**config.mk**
```make
export PLATFORM = sky130hd
export DESIGN_NAME = sym_scorer
export DESIGN_NICKNAME = d
export VERILOG_FILES = /design/src/rtl/sym_scorer.sv
export SDC_FILE = /design/constraint.sdc
export NUM_CORES = 1
export LEC_CHECK = 0
export ABC_AREA = 1
export BUFFER_PORTS_ARGS = -buffer_cell sky130_fd_sc_hd__buf_2
export CORE_MARGIN = 4
export CORE_UTILIZATION = 55
export DETAILED_ROUTE_END_ITERATION = 7
export PLACE_DENSITY = 0.89
export SYNTH_ARGS = -nofsm -noshare
export SYNTH_HDL_FRONTEND = slang
export SYNTH_SLANG_ARGS = --single-unit
```
**constraint.sdc**
```tcl
create_clock -name Clk100M -period 3.2 [get_ports Clk100M]
set_input_delay 0.64 -clock Clk100M [delete_from_list [all_inputs] [get_ports Clk100M]]
set_output_delay 0.64 -clock Clk100M [all_outputs]
set_load 0.02 [all_outputs]
```
**src/rtl/sym_scorer.sv**
```systemverilog
// sym_scorer: reaction-game scoring block.
// A generator emits symbols; when one matches targetSym a response window of
// RESP_WINDOW cycles opens. A button press inside the window scores a hit.
// A window that runs out, or is replaced by a new target, scores a miss.
// A press while no window is open scores a false press.
// Ports:
//   Clk100M, rstN           clock, synchronous active-low reset
//   genSym                  game enable; 0 returns to IDLE
//   generated/generatedSym  new-symbol pulse and its code
//   targetSym               symbol the player must react to
//   button                  raw (debounced, asynchronous) press level
//   hits/misses/falsePress/targetCount  saturating score counters
//   lastSym                 most recent generated symbol (8'hFF after reset)
//   windowOpen              high while a response window is open
//   hitPulse/missPulse      one-cycle strobes, aligned with counter updates
module sym_scorer #(
    parameter int RESP_WINDOW = 100_000_000,
    parameter int CNT_W       = 16
) (
    input  logic             Clk100M,
    input  logic             rstN,
    input  logic             genSym,
    input  logic             generated,
    input  logic [7:0]       generatedSym,
    input  logic [7:0]       targetSym,
    input  logic             button,
    output logic [CNT_W-1:0] hits,
    output logic [CNT_W-1:0] misses,
    output logic [CNT_W-1:0] falsePress,
    output logic [CNT_W-1:0] targetCount,
    output logic [7:0]       lastSym,
    output logic             windowOpen,
    output logic             hitPulse,
    output logic             missPulse
);
    localparam int TMR_W = $clog2(RESP_WINDOW);
    localparam logic [TMR_W-1:0] TMR_LOAD = TMR_W'(RESP_WINDOW - 1);

    typedef enum logic [1:0] {IDLE, WAIT, WINDOW} state_t;

    state_t           state, stateN;
    logic [TMR_W-1:0] timer, timerN;
    logic [CNT_W-1:0] hitsN, missesN, falseN, tcN;
    logic [7:0]       lastSymN;
    logic             hitPulseN, missPulseN;
    logic             btnMeta, btnSync, btnPrev;
    logic             btnEdge, isTarget;

    function automatic logic [CNT_W-1:0] satInc(input logic [CNT_W-1:0] v);
        return (&v) ? v : v + CNT_W'(1);
    endfunction

    assign btnEdge    = btnSync & ~btnPrev;
    assign isTarget   = generated && (generatedSym == targetSym);
    assign windowOpen = (state == WINDOW);

    always_comb begin
        stateN     = state;
        timerN     = timer;
        hitsN      = hits;
        missesN    = misses;
        falseN     = falsePress;
        tcN        = targetCount;
        lastSymN   = lastSym;
        hitPulseN  = 1'b0;
        missPulseN = 1'b0;
        // Dropping genSym abandons everything in flight; counters just hold.
        if (!genSym) begin
            stateN = IDLE;
        end else begin
            if (state != IDLE && generated)
                lastSymN = generatedSym;
            unique case (state)
                IDLE: begin
                    stateN  = WAIT;
                    hitsN   = '0;
                    missesN = '0;
                    falseN  = '0;
                    tcN     = '0;
                end
                WAIT: begin
                    // A press and a target in the same cycle both count.
                    if (btnEdge)
                        falseN = satInc(falsePress);
                    if (isTarget) begin
                        tcN    = satInc(targetCount);
                        timerN = TMR_LOAD;
                        stateN = WINDOW;
                    end
                end
                WINDOW: begin
                    if (timer != '0)
                        timerN = timer - TMR_W'(1);
                    if (btnEdge) begin
                        // A press always wins; a simultaneous target re-arms.
                        hitsN     = satInc(hits);
                        hitPulseN = 1'b1;
                        if (isTarget) begin
                            tcN    = satInc(targetCount);
                            timerN = TMR_LOAD;
                        end else begin
                            stateN = WAIT;
                        end
                    end else if (isTarget) begin
                        // Superseded window counts as a miss, new one starts.
                        missesN    = satInc(misses);
                        missPulseN = 1'b1;
                        tcN        = satInc(targetCount);
                        timerN     = TMR_LOAD;
                    end else if (timer == '0) begin
                        missesN    = satInc(misses);
                        missPulseN = 1'b1;
                        stateN     = WAIT;
                    end
                end
                default: stateN = IDLE;
            endcase
        end
    end

    always_ff @(posedge Clk100M) begin
        if (!rstN) begin
            state       <= IDLE;
            timer       <= '0;
            hits        <= '0;
            misses      <= '0;
            falsePress  <= '0;
            targetCount <= '0;
            lastSym     <= 8'hFF;
            hitPulse    <= 1'b0;
            missPulse   <= 1'b0;
            btnMeta     <= 1'b0;
            btnSync     <= 1'b0;
            btnPrev     <= 1'b0;
        end else begin
            state       <= stateN;
            timer       <= timerN;
            hits        <= hitsN;
            misses      <= missesN;
            falsePress  <= falseN;
            targetCount <= tcN;
            lastSym     <= lastSymN;
            hitPulse    <= hitPulseN;
            missPulse   <= missPulseN;
            btnMeta     <= button;
            btnSync     <= btnMeta;
            btnPrev     <= btnSync;
        end
    end
endmodule

```
==> impl_metrics.json <==
{
  "run_status": "complete, no violations",
  "insertion_delay_ns": 0.35,
  "sequential_fraction_of_the_synthesis_area_pct": 33.4,
  "end_kind": "flip-flop",
  "initial_utilization_pct": 57.3,
  "syn_area_per_cell_um2": 6.35,
  "cell_rows": 38,
  "first_global_vias": 6010,
  "seqPwrFrac_pct": 44.0,
  "routed_wl_um": 16300,
  "post_synth_inst_count": 999,
  "tritoncts_num_sinks": 106,
  "global_route.overflow_total": 0,
  "finalWeightedCongestion": 0.924,
  "power_per_cell_area_mw_per_mm2": 444,
  "ys_top_cells_by_area": "sky130_fd_sc_hd__dfxtp_1 33%, sky130_fd_sc_hd__nand2_1 16%, sky130_fd_sc_hd__nor2_1 9.1%",
  "yosys.cell_count.top_type": "sky130_fd_sc_hd__nand2_1",
  "finalHoldViolations": 0,
  "overall_via_count_from_detail_route": 6733,
  "drt_drc_violations_left": 0,
  "antenna_left": 0,
  "comb_power_share_pct": 20.1,
  "synthesis.area_mm2": 0.00635,
  "cts_tree": "done",
  "design.portCount": 96,
  "dr_vias_cell": 5.49,
  "intPower_w": 0.00219,
  "synth_seq_cells": 106,
  "die-area_mm2": 0.0133,
  "synth_enable_flop_cells": 0,
  "clk_root_buffer_cell": "sky130_fd_sc_hd__clkbuf_16",
  "utilization_pct": 64.8,
  "power.static_leakage_nw": 3.11,
  "ctsResizeCount": 0,
  "post_route_setup_tns_ns": 0,
  "grt_first_pass_wirelength_um": 27000,
  "max-clock-path-buffers": 2,
  "chipHeight_um": 115,
  "cts-hold-fix-buffers": 0,
  "final_max_slew_viol_count": 0,
  "timing.setup.critical_path_class": "flip-flop to flip-flop",
  "r2r-start": "targetCount[0]",
  "min_path_cells": 2,
  "cp_max_fo": 20,
  "die_x_um": 115,
  "most_area_hungry_cell_type_in_the_yosys_netlist": "sky130_fd_sc_hd__dfxtp_1",
  "finalCriticalPeriod_ns": 2.31,
  "fin_skew_ns": 0.0120,
  "layout.nets": 1111,
  "grtUsageTotal_pct": 24.2,
  "layout_worst_path_cycle_share_pct": 72.0,
  "count_of_maximum_capacitance_violations": 0,
  "clock_power_share_pct": 35.9,
  "worst_pin_slew_ns": 0.593,
  "critPathLaunchType": "flip-flop",
  "synthDominantCellAreaShare_pct": 33.4,
  "drt_pass1_iterations": 5,
  "postSynthNetCount": 1029,
  "fillerInstances": 946,
  "net-switching-power_w": 0.000993,
  "drtIter0Drc": 668,
  "placement.io_buffers": 95,
  "antenna_violations_before_repair": 0,
  "yosys_warnings": 0,
  "max_freq_mhz": 434,
  "cts.reportedPaths.clkPinSlew_ns": 0.08,
  "dp_hpwl_um": 11500,
  "n_antenna_cell": 0,
  "core_mm2": 0.0111,
  "cts-buffers-inserted": 9,
  "final-setup-viol-count": 0,
  "relSlewSlack_pct": 60.1,
  "synth-main-ff-cell": "sky130_fd_sc_hd__dfxtp_1",
  "post_synth_num_cell_types": 37,
  "layout-drive-gt1-share_pct": 14.2,
  "critical_path.startpoint": "targetCount[0]",
  "post_drt_wl_per_cell_um": 13.3,
  "async_flop_share_pct": 0,
  "vdd_ir_drop_max_mv": 0.278,
  "clock_tree.htree_level_count": 3,
  "post-cts-setup-buffers": 0,
  "flow.area_growth_from_synthesis_pct": 13.2,
  "worstPathArrival_ns": 2.55,
  "pin_count_of_the_biggest_net_entering_global_routing": 38,
  "setup_repair_after_global_routing_missed_its_margin": "false",
  "timing.hold.worst.class": "flip-flop to flip-flop",
  "worst_r2r_path_depth": 11,
  "p_sw_share_pct": 31.2,
  "worstHoldStart": "btnMeta",
  "synth_common_cells": "265 x sky130_fd_sc_hd__nand2_1, 154 x sky130_fd_sc_hd__nor2_1, 106 x sky130_fd_sc_hd__dfxtp_1, 97 x sky130_fd_sc_hd__inv_1, 88 x sky130_fd_sc_hd__a21oi_1",
  "cp_data_required_time_ns": 3.45
}
## metal layers
layer	up-vias	part of all wire, %	track usage [%]
met4	0	1.4	5.87
li1	3385	-	-
met2	246	47	41.2
met1	3074	44	31.8
met5	-	0	0
met3	28	7.3	4.70
## power groups by stage
stage	Combinational, W	Sequential, W	Clock, W
2_1_floorplan	0.000482	0.00144	0
3_3_place_gp	0.000615	0.00143	0
3_5_place_dp	0.000627	0.00143	0
4_1_cts	0.000634	0.00140	0.00114
5_1_grt	0.000719	0.00141	0.00121
6_report	0.000640	0.00140	0.00115
## cell usage in the layout (no fill, tap or decap), types with 2 or more instances in the layout
cell                          n
sky130_fd_sc_hd__nand2_1    265
sky130_fd_sc_hd__nor2_1     154
sky130_fd_sc_hd__nor3_1      18
sky130_fd_sc_hd__inv_1       97
sky130_fd_sc_hd__nor3b_1      4
sky130_fd_sc_hd__o21bai_1     2
sky130_fd_sc_hd__nor2_2       6
sky130_fd_sc_hd__inv_2        2
sky130_fd_sc_hd__clkinv_1     2
sky130_fd_sc_hd__buf_4        7
sky130_fd_sc_hd__nand3_2      2
sky130_fd_sc_hd__clkbuf_16    9
sky130_fd_sc_hd__nand3_1     83
sky130_fd_sc_hd__clkbuf_1     2
sky130_fd_sc_hd__a21oi_1     88
sky130_fd_sc_hd__dfxtp_1    106
sky130_fd_sc_hd__o21ai_0     25
sky130_fd_sc_hd__nor2_4       4
sky130_fd_sc_hd__nand3b_1     7
sky130_fd_sc_hd__buf_2       95
sky130_fd_sc_hd__or2_2        8
sky130_fd_sc_hd__nor4_1       2
sky130_fd_sc_hd__xnor2_1      9
sky130_fd_sc_hd__nand2_2      9
sky130_fd_sc_hd__nand4_1     25
sky130_fd_sc_hd__xor2_1      22
sky130_fd_sc_hd__inv_6        2
sky130_fd_sc_hd__ha_1         9
sky130_fd_sc_hd__nor3_2       3
sky130_fd_sc_hd__o211ai_1     8
## critical path, stage by stage (launching register included)
cell and delay [ns]:
sky130_fd_sc_hd__dfxtp_1 0.37, sky130_fd_sc_hd__ha_1 0.26, sky130_fd_sc_hd__nand2_1 0.16, sky130_fd_sc_hd__inv_1 0.09, sky130_fd_sc_hd__nand2_2 0.11, sky130_fd_sc_hd__nor2_4 0.07
sky130_fd_sc_hd__nand3_1 0.09, sky130_fd_sc_hd__nand3_2 0.11, sky130_fd_sc_hd__nand2_2 0.31, sky130_fd_sc_hd__clkinv_1 0.37, sky130_fd_sc_hd__a21oi_1 0.22, sky130_fd_sc_hd__nor2_1 0.05
## area by class of cell
type / instances / area (um^2) / share of cell area [%]
multi-input cells: 760 / 3660 / 50.9
flip-flops and latches: 106 / 2120 / 29.5
repair buffers: 103 / 548 / 7.63
inverters: 101 / 379 / 5.28
clock buffers: 11 / 233 / 3.24
well taps: 140 / 175 / 2.44
clock inverters: 5 / 67.6 / 0.941
## state kept, by name, summed over array words and instances, names as in the netlist
signal,count
state,2
missPulse,1
btnMeta,1
falsePress,16
timer,27
hitPulse,1
targetCount,16
btnSync,1
misses,16
btnPrev,1
lastSym,8
hits,16
## final timing paths
check | to | slack [ns]
setup / recovery | targetCount[1] | 0.89
hold / removal | btnSync | 0.43
setup reg to reg | targetCount[1] | 0.89
hold reg to reg | btnSync | 0.43
## per-stage QoR
step                instance area (um^2)  power, W  std cells  hold WS [ns]  setup WS (ns)
finish                              7180   0.00319       1226         0.429          0.895
global route                        7180   0.00333       1226         0.465          0.728
CTS                                 7180   0.00318       1226         0.427          0.982
detailed placement                  6880   0.00206       1210         0.411          0.747
global placement                    6880   0.00204       1210         0.406          0.813
floorplan                           6350   0.00192        999         0.390           1.32
## logic make-up after synthesis
logic type                 Yosys count  synth area share (%)
adders and majority gates            9                  1.77
DFF                                106                  33.4
and+or+nand+nor                    592                  40.9
AOI/OAI and AO/OA                  128                  10.7
xor gates and xnor gates            31                  4.28
buffers and inverters              133                  8.93
(Power assumes the default switching activity.)
